$ cat src/rtl/dqsw_wrlvl_trainer.sv
// -----------------------------------------------------------------------------
// dqsw_wrlvl_trainer
//   Write-leveling training controller for the DQSW training IOD lane.
//   It sweeps the IOD delay line one tap at a time and fires one DQS pulse per
//   tap. For each tap it takes a majority vote over RX_DATA[0] and reports the
//   first tap whose vote is 1 after some earlier tap voted 0.
//
// Ports
//   FAB_CLK                 : clock; every register is clocked by it
//   ARST_N                  : asynchronous active-low reset
//   START                   : level; starts a sweep from IDLE, DONE or FAIL
//   ABORT                   : returns to IDLE and clears the status outputs
//   RX_DATA[1:0]            : DQ feedback from the IOD (only bit 0 is voted)
//   EYE_MONITOR_EARLY/LATE  : IOD eye-monitor flags, folded into EYE_FLAG
//   DELAY_LINE_OUT_OF_RANGE : IOD delay line has reached its end stop
//   TX_DATA/OE_DATA[1:0]    : DQS pattern and output enable to the IOD
//   DELAY_LINE_LOAD/MOVE    : one-cycle pulses that reload / step the delay line
//   DELAY_LINE_DIRECTION    : 1 (increment) while BUSY
//   EYE_MONITOR_CLEAR_FLAGS : one-cycle pulse at the start of each tap
//   BUSY                    : sweep in progress
//   TRAIN_DONE / TRAIN_ERR  : sticky result status
//   TAP_RESULT[TAP_W-1:0]   : winning tap index
//   EYE_FLAG                : sticky OR of EARLY|LATE seen while sampling
// -----------------------------------------------------------------------------
module dqsw_wrlvl_trainer #(
  parameter int MAX_TAPS      = 128,
  parameter int TAP_W         = 7,
  parameter int SETTLE_CYCLES = 8,
  parameter int SAMPLES       = 4
) (
  input  logic             FAB_CLK,
  input  logic             ARST_N,
  input  logic             START,
  input  logic             ABORT,
  input  logic [1:0]       RX_DATA,
  input  logic             EYE_MONITOR_EARLY,
  input  logic             EYE_MONITOR_LATE,
  input  logic             DELAY_LINE_OUT_OF_RANGE,
  output logic [1:0]       TX_DATA,
  output logic [1:0]       OE_DATA,
  output logic             DELAY_LINE_LOAD,
  output logic             DELAY_LINE_MOVE,
  output logic             DELAY_LINE_DIRECTION,
  output logic             EYE_MONITOR_CLEAR_FLAGS,
  output logic             BUSY,
  output logic             TRAIN_DONE,
  output logic             TRAIN_ERR,
  output logic [TAP_W-1:0] TAP_RESULT,
  output logic             EYE_FLAG
);

  localparam int CNT_W   = $clog2(SAMPLES + 1);
  localparam int TMR_MAX = (SETTLE_CYCLES > SAMPLES) ? SETTLE_CYCLES : SAMPLES;
  localparam int TMR_W   = $clog2(TMR_MAX + 1);

  typedef enum logic [3:0] {
    S_IDLE, S_LOAD, S_CLEAR, S_PULSE, S_SETTLE,
    S_SAMPLE, S_EVAL, S_MOVE, S_DONE, S_FAIL
  } state_t;

  state_t             r_state, w_nxt;
  logic [TMR_W-1:0]   r_tmr;
  logic [CNT_W-1:0]   r_ones;
  logic [TAP_W-1:0]   r_tap;
  logic               r_seen_zero;
  logic               w_bit, w_entry;
  logic               w_load, w_move, w_clr, w_busy;
  logic [1:0]         w_tx, w_oe;
  logic               w_unused;

  // Only bit 0 of the feedback carries the DQ sample used for voting.
  assign w_unused = RX_DATA[1];

  // Strict majority: a tie votes 0.
  assign w_bit = ({r_ones, 1'b0} > (CNT_W + 1)'(SAMPLES));

  always_ff @(posedge FAB_CLK or negedge ARST_N) begin
    if (!ARST_N) r_state <= S_IDLE;
    else         r_state <= w_nxt;
  end

  always_comb begin
    w_nxt   = r_state;
    w_load  = 1'b0;
    w_move  = 1'b0;
    w_clr   = 1'b0;
    w_tx    = 2'b00;
    w_oe    = 2'b00;
    w_busy  = 1'b1;
    case (r_state)
      S_IDLE, S_DONE, S_FAIL: begin
        w_busy = 1'b0;
        if (START) w_nxt = S_LOAD;
      end
      S_LOAD: begin
        w_load = 1'b1;
        w_nxt  = S_CLEAR;
      end
      S_CLEAR: begin
        w_clr = 1'b1;
        w_nxt = S_PULSE;
      end
      S_PULSE: begin
        w_oe  = 2'b11;
        w_tx  = 2'b10;
        w_nxt = S_SETTLE;
      end
      S_SETTLE: if (r_tmr == TMR_W'(SETTLE_CYCLES - 1)) w_nxt = S_SAMPLE;
      S_SAMPLE: if (r_tmr == TMR_W'(SAMPLES - 1))       w_nxt = S_EVAL;
      S_EVAL: begin
        if (w_bit && r_seen_zero)                                   w_nxt = S_DONE;
        else if (r_tap == TAP_W'(MAX_TAPS - 1) || DELAY_LINE_OUT_OF_RANGE) w_nxt = S_FAIL;
        else                                                        w_nxt = S_MOVE;
      end
      S_MOVE: begin
        w_move = 1'b1;
        w_nxt  = S_CLEAR;
      end
      default: w_nxt = S_IDLE;
    endcase
    // Abort wins over everything, including START, and silences all pulses.
    if (ABORT) begin
      w_nxt  = S_IDLE;
      w_load = 1'b0;
      w_move = 1'b0;
      w_clr  = 1'b0;
      w_tx   = 2'b00;
      w_oe   = 2'b00;
      w_busy = 1'b0;
    end
  end

  // Only IDLE/DONE/FAIL can move to LOAD, so this marks a new sweep.
  assign w_entry = (w_nxt == S_LOAD);

  always_ff @(posedge FAB_CLK or negedge ARST_N) begin
    if (!ARST_N) begin
      r_tmr                   <= '0;
      r_ones                  <= '0;
      r_tap                   <= '0;
      r_seen_zero             <= 1'b0;
      TAP_RESULT              <= '0;
      TRAIN_DONE              <= 1'b0;
      TRAIN_ERR               <= 1'b0;
      EYE_FLAG                <= 1'b0;
      TX_DATA                 <= 2'b00;
      OE_DATA                 <= 2'b00;
      DELAY_LINE_LOAD         <= 1'b0;
      DELAY_LINE_MOVE         <= 1'b0;
      DELAY_LINE_DIRECTION    <= 1'b0;
      EYE_MONITOR_CLEAR_FLAGS <= 1'b0;
      BUSY                    <= 1'b0;
    end else begin
      // Timer restarts whenever the state changes; it only matters in SETTLE/SAMPLE.
      r_tmr <= (w_nxt != r_state) ? '0 : r_tmr + 1'b1;

      if (r_state == S_CLEAR)       r_ones <= '0;
      else if (r_state == S_SAMPLE) r_ones <= r_ones + CNT_W'(RX_DATA[0]);

      if (w_entry)                  r_tap <= '0;
      else if (r_state == S_MOVE)   r_tap <= r_tap + 1'b1;

      if (w_entry)                          r_seen_zero <= 1'b0;
      else if (r_state == S_EVAL && !w_bit) r_seen_zero <= 1'b1;

      if (w_entry || w_nxt == S_FAIL)                   TAP_RESULT <= '0;
      else if (r_state == S_EVAL && w_nxt == S_DONE)    TAP_RESULT <= r_tap;

      // Status is asserted one cycle after entering DONE/FAIL and dropped on exit.
      TRAIN_DONE <= (r_state == S_DONE) && (w_nxt == S_DONE);
      TRAIN_ERR  <= (r_state == S_FAIL) && (w_nxt == S_FAIL);

      if (w_entry || ABORT)         EYE_FLAG <= 1'b0;
      else if (r_state == S_SAMPLE) EYE_FLAG <= EYE_FLAG | EYE_MONITOR_EARLY | EYE_MONITOR_LATE;

      TX_DATA                 <= w_tx;
      OE_DATA                 <= w_oe;
      DELAY_LINE_LOAD         <= w_load;
      DELAY_LINE_MOVE         <= w_move;
      DELAY_LINE_DIRECTION    <= w_busy;
      EYE_MONITOR_CLEAR_FLAGS <= w_clr;
      BUSY                    <= w_busy;
    end
  end

endmodule

$ cat config.mk
export PLATFORM = sky130hd
export DESIGN_NAME = dqsw_wrlvl_trainer
export DESIGN_NICKNAME = d
export VERILOG_FILES = /design/src/rtl/dqsw_wrlvl_trainer.sv
export SDC_FILE = /design/constraint.sdc
export NUM_CORES = 1
export LEC_CHECK = 0
export ABC_AREA = 1
export BUFFER_PORTS_ARGS = -buffer_cell sky130_fd_sc_hd__clkbuf_2
export CORE_UTILIZATION = 30
export CTS_CLUSTER_SIZE = 30
export DETAILED_ROUTE_END_ITERATION = 16
export HOLD_SLACK_MARGIN = 0.06
export PLACE_DENSITY_LB_ADDON = 0.05
export SYNTH_ARGS = -nofsm -noshare
export SYNTH_HDL_FRONTEND = slang
export SYNTH_SLANG_ARGS = --single-unit
$ cat constraint.sdc
create_clock -name FAB_CLK -period 1.8 [get_ports FAB_CLK]
set_input_delay 0.36 -clock FAB_CLK [delete_from_list [all_inputs] [get_ports FAB_CLK]]
set_output_delay 0.36 -clock FAB_CLK [all_outputs]
set_load 0.02 [all_outputs]
# Word level (Yosys, flattened, before mapping)
# Index checks and enable logic that the tools add are counted.
word_totals:
  ff_bits: 37
  elab_cells: 84
op_classes:
  n_addsub: 3
  magnitude_cmp: 1
  n_eq_ne: 16
  n_mux: 30
  bitwise: 2
  reduce_logical: 17
op_table:
  columns: ["op", "count"]
  rows:
  - ["4-bit two-way mux", 7]
  - ["7-bit two-way mux", 4]
  - ["4-bit case mux with 7 select lines", 1]
  - ["4-bit by 3-bit == test with 1-bit output, second input constant", 5]
  - ["4-bit == test, second input constant", 4]
  - ["4-bit by 2-bit == test with 1-bit output, second input constant", 3]
  - ["1-bit two-way mux", 12]
  - ["2-bit nonzero test", 5]
  - ["4-bit by 1-bit == test with 1-bit output, second input constant", 2]
  - ["2-bit two-way mux", 4]
  - ["7-bit by 1-bit adder with 7-bit output, second input constant", 1]
  - ["7-bit == test, second input constant", 1]
  - ["3-bit two-way mux", 2]
  - ["1-bit logical AND", 5]
  - ["4-bit by 1-bit adder with 4-bit output, second input constant", 1]
  - ["4-bit by 3-bit > comparator with 1-bit output, second input constant", 1]
  - ["4-bit zero test", 1]
  - ["4-bit inequality test", 1]
  - ["3-bit by 1-bit adder with 3-bit output", 1]
  - ["1-bit logical OR", 3]
  - ["3-bit OR reduction", 1]
  - ["1-bit OR", 2]
  - ["2-bit OR reduction", 1]
  - ["1-bit zero test", 1]

# Longest topological paths before layout
depth:
  ltp_word: 10
  depth_mapped: 13
  ltp_nobuf: 13

# Worst setup path before layout
# No wires, ideal clock.
synth_path:
  path_kind: "reg-to-reg"
  from: "register r_tap[0]"
  to: "register TAP_RESULT[3]"
  arrival_time_ns: 1.472
  required_ns: 1.682
  slack_ns: 0.210
  stages_incl_launch_ff: 11
  period_less_slack_ns: 1.590
  cell_sequence: "dfrtp_1 -> ha_1 -> inv_1 -> nor2_1 -> nand2_1 -> nand3_1 -> nand2_1 -> a21oi_4 -> nand4_2 -> nand3_1 -> nand2_1"
synth_between:
  elab_chain_len: 9
  word_cells_on_any_way: 13
  cone_classes: "eq/ne: 4; mux: 5; reduce/logical: 4"
synth_rtl:
  columns: ["item", "line_no", "source"]
  rows:
  - ["from (decl)", "64", "logic [TAP_W-1:0] r_tap;"]
  - ["from (signal assigned)", "161", "else if (r_state == S_MOVE) r_tap <= r_tap + 1'b1;"]
  - ["7-bit == test *", "112", "else if (r_tap == TAP_W'(MAX_TAPS - 1) || DELAY_LINE_OUT_OF_RANGE) w_nxt = S_FAIL;"]
  - ["1-bit logical OR *", "112", null]
  - ["4-bit two-way mux *", "112", null]
  - ["4-bit two-way mux *", "111", "if (w_bit && r_seen_zero) w_nxt = S_DONE;"]
  - ["4-bit case mux with 7 select lines *", "90", "case (r_state)"]
  - ["4-bit two-way mux *", "122", "if (ABORT) begin"]
  - ["named net w_nxt[3]", "61", "state_t r_state, w_nxt;"]
  - ["4-bit by 1-bit == test with 1-bit output (tied with other cells)", "134", "assign w_entry = (w_nxt == S_LOAD);"]
  - ["1-bit logical OR or 1-bit logical AND (tied branches)", "166, 167", null]
  - ["7-bit two-way mux or 2-bit nonzero test (tied branches)", null, null]
  - ["to (signal assigned)", "167", "else if (r_state == S_EVAL && w_nxt == S_DONE) TAP_RESULT <= r_tap;"]
  - ["to (decl)", "48", "output logic [TAP_W-1:0] TAP_RESULT,"]
# Mark *: on every way through the listed nets, which the timed path passes. The rest lies on a longest branch.
# A chain may end at the register's enable or synchronous reset.

# Worst setup path after layout
layout_path:
  from: "register r_state[2]"
  to: "register TAP_RESULT[3]"
layout_between:
  elab_chain_len: 7
  word_cells_on_any_way: 24
  cone_classes: "eq/ne: 12; mux: 6; reduce/logical: 6"
layout_rtl:
  columns: ["item", "line_no", "source"]
  rows:
  - ["from (decl)", "61", null]
  - ["from (signal assigned)", "79", "else r_state <= w_nxt;"]
  - ["4-bit == test (tied with other cells)", "90", null]
  - ["3-bit OR reduction or 2-bit OR reduction (tied branches)", null, null]
  - ["4-bit case mux with 7 select lines", "90", null]
  - ["4-bit two-way mux", "122", null]
  - ["4-bit by 1-bit == test with 1-bit output (tied with other cells)", "134", null]
  - ["1-bit logical OR or 1-bit logical AND (tied branches)", "166, 167", null]
  - ["7-bit two-way mux or 2-bit nonzero test (tied branches)", null, null]
# Several ways; a longest one is shown, not always the timed one.

==> summary.txt <==
Number of port buffers -> 25
Post-DRT Antenna Nets -> 0
Crit path launch type -> flip-flop
Final Util -> 0.447
Setup TNS -> 0 ps
Post-synth top cells -> 59 x nand2_1, 40 x nor2_1, 34 x dfrtp_1, 19 x inv_1, 19 x nand3_1
Yosys top cell by area -> dfrtp_1
Cell count after placement -> 338
Footprint of the multi-input gates -> 943 um^2
Worst skew pair latency -> 290 ps
Worst R2R Path Depth -> 10
Slew Viols, Final -> 0
Min Clock Period, post-route -> 1730 ps
GP Congestion -> 0.781
Iter 0 DRT Violations -> 65
Fillers -> 596
Seq/Total Area, Yosys -> 0.478
Mean Syn Cell Area -> 8.12 um^2
Clock sink total -> 34
Final setup viols -> 0
Share of cells above drive strength 1 -> 0.435
Hold depth -> 4
Warnings, synthesis -> 0
Power Dens Cells -> 1020 mW/mm^2
Total gr overflow -> 0
Clk pin slew, worst setup/hold paths -> 70 ps
Area grow syn2layout -> 40.8%
Status -> finished clean
Vias in the first global route -> 1,504
RSZ-0062 raised after global routing -> true
Drt wl/cell -> 12.1 um
Initial Utilization -> 0.317
H-tree depth -> 2
Largest cells by area after synthesis -> dfrtp_1 48%, nand2_1 12%, nor2_1 8.4%, nand3_1 5.3%, inv_1 4.0%
Reg2Reg Launch Point -> r_state[2]$_DFF_PN0_
Worst setup EP type -> flip-flop
Core Region -> 0.00561 mm^2
Total CTS buffers -> 5
Largest net degree at the start of global routing -> 20
CTS Buffer Depth -> 2
Hold EP -> r_ones[0]$_DFFE_PN0P_
Post-synth top flop -> dfrtp_1
Smallest hold slack -> 406 ps
Diode count -> 0
Critical path arrival -> 1960 ps
Synth top area share -> 0.478
Syn Inst Count -> 219
I/O pins -> 28
Final hold violation count -> 0
Crit path kind -> reg -> reg
Critical path fanouts, max -> 7
Leakage -> 1.31 nW
Non-Filler Instances -> 355
Hold path start -> RX_DATA[0]
Skew final -> 8.86 ps
GR Util All Layers -> 0.150
Number of flops mapped to enable cells by yosys -> 0
F_max -> 577 MHz
Die area -> 0.00624 mm^2
Count leader, synth -> nand2_1
Synthesized flop and latch total -> 34
Ys async rst share -> 1.00
Initial antenna violation count -> 0
Residual DRC count -> 0
CTS Root Buffer Type -> clkbuf_8
Final wirelength -> 4.30 mm
Critical Path RT -> 2030 ps
Detail Placement HPWL -> 3.10 mm
Sequential cell area -> 855 um^2
Final #Nets -> 295
CTS tree -> done
Die Y -> 79.0 um
Synth cell types -> 29
Detailed Routing Iterations Pass 1 -> 4
Vias/cell -> 4.42
Max Cap Violations -> 0
Rows -> 27
RR Endpoint -> TAP_RESULT[3]$_DFFE_PN0P_
R2R Setup Slk -> 70 ps
Global-route wire length before repair -> 7.15 mm
Final worst-path cycle share -> 0.963
VDD IR max -> 0.000475 V
Synth Cell Area -> 0.00178 mm^2
Vias -> 1,570
Post-synth net total -> 232
Die X -> 79.0 um
Hold Path Class -> in -> reg
==> placed cells by master, fill, tap and decap left out, types with 3 or more instances in the layout <==
master / instances
nand2_1: 47
dfrtp_1: 31
nor2_1: 29
buf_4: 29
clkbuf_2: 25
inv_1: 15
nand3_1: 15
nand2_2: 14
inv_2: 8
nor2_2: 8
nor2_4: 7
clkbuf_8: 6
xor2_1: 5
buf_6: 5
o21ai_0: 3
nand3_2: 3
a21oi_1: 3
dfrtp_2: 3
==> final cells by class <==
type	count	area share
Clock buffer	6	0.0330
Clock inverter	2	0.00500
Inverter	24	0.0370
Multi-Input combinational cell	156	0.377
Sequential cell	34	0.341
Tap cell	72	0.0360
Timing Repair Buffer	61	0.171
==> critical path, stage by stage (launching register included) <==
cell and delay [ps]:
dfrtp_2 490, nand2_4 150, nor2_8 60, buf_4 150, inv_2 70, nor2_1 70
nor2_4 150, nand4_4 130, nor2_4 240, nand3_2 90, nand2_1 70
==> cells by family (layout without fill, tap and decap cells) <==
group	after synthesis	after routing	share of synthesized area
simple gates	133	133	0.346
flops	34	34	0.478
buf+inv	29	93	0.0696
compound gates	11	11	0.0415
xor+xnor	7	7	0.0345
fa+ha+maj	4	4	0.0281
other cells	1	1	0.00211
==> metrics by stage <==
| step | setup slack [ps] | instance area [um^2] | total power, mW |
|---|---|---|---|
| after floorplan | 210 | 1780 | 1.40 |
| after global placement | -9.08 | 2180 | 1.70 |
| after detailed placement | -16.9 | 2180 | 1.70 |
| after CTS | 0.646 | 2290 | 2.32 |
| after global routing | -65.7 | 2500 | 2.74 |
| final | 67.2 | 2500 | 2.55 |
==> what timing repair did <==
action	in CTS	in global routing
setup endpoints to repair	10	20
pin swaps	1	31
gates resized for setup	2	49
endpoints found under the hold margin	15	0
setup buffers	1	7
hold buffers	1	0
cloned	0	0
==> power by group <==
part | switching, mW | internal [mW] | leakage, nW | total (mW)
clock network | 0.301 | 0.308 | 0.0472 | 0.609
logic | 0.574 | 0.441 | 0.794 | 1.02
registers | 0.0819 | 0.848 | 0.464 | 0.930
==> flip-flops by register name (all words and copies together) (netlist names) <==
register,cells
r_tmr,4
r_ones,3
DELAY_LINE_MOVE,1
TRAIN_ERR,1
r_tap,7
TRAIN_DONE,1
r_seen_zero,1
DELAY_LINE_LOAD,1
EYE_FLAG,1
TAP_RESULT,7
BUSY,1
OE_DATA,1
r_state,4
EYE_MONITOR_CLEAR_FLAGS,1
==> worst max path at each step <==
stage / to / from / slack (ps) / cells past startpoint
global placement: TAP_RESULT[3]$_DFFE_PN0P_ / r_state[1]$_DFF_PN0_ / -9 / 9
CTS: TAP_RESULT[3]$_DFFE_PN0P_ / r_state[3]$_DFF_PN0_ / 0.6 / 11
global route: TAP_RESULT[5]$_DFFE_PN0P_ / r_state[3]$_DFF_PN0_ / -70 / 11
detailed placement: TAP_RESULT[3]$_DFFE_PN0P_ / r_state[1]$_DFF_PN0_ / -20 / 9
floorplan: TAP_RESULT[3]$_DFFE_PN0P_ / r_tap[0]$_DFFE_PN0P_ / 210 / 10
finish: TAP_RESULT[3]$_DFFE_PN0P_ / r_state[2]$_DFF_PN0_ / 70 / 10
==> metal layers <==
| layer | share of wire | GRT usage | up-vias |
|---|---|---|---|
| met5 | 0 | 0 | - |
| met4 | 0.011 | 0.0491 | 0 |
| met3 | 0.033 | 0.0345 | 7 |
| met2 | 0.44 | 0.223 | 36 |
| met1 | 0.51 | 0.213 | 721 |
| li1 | - | - | 806 |
Note: power is estimated with default switching activity, not from simulation.
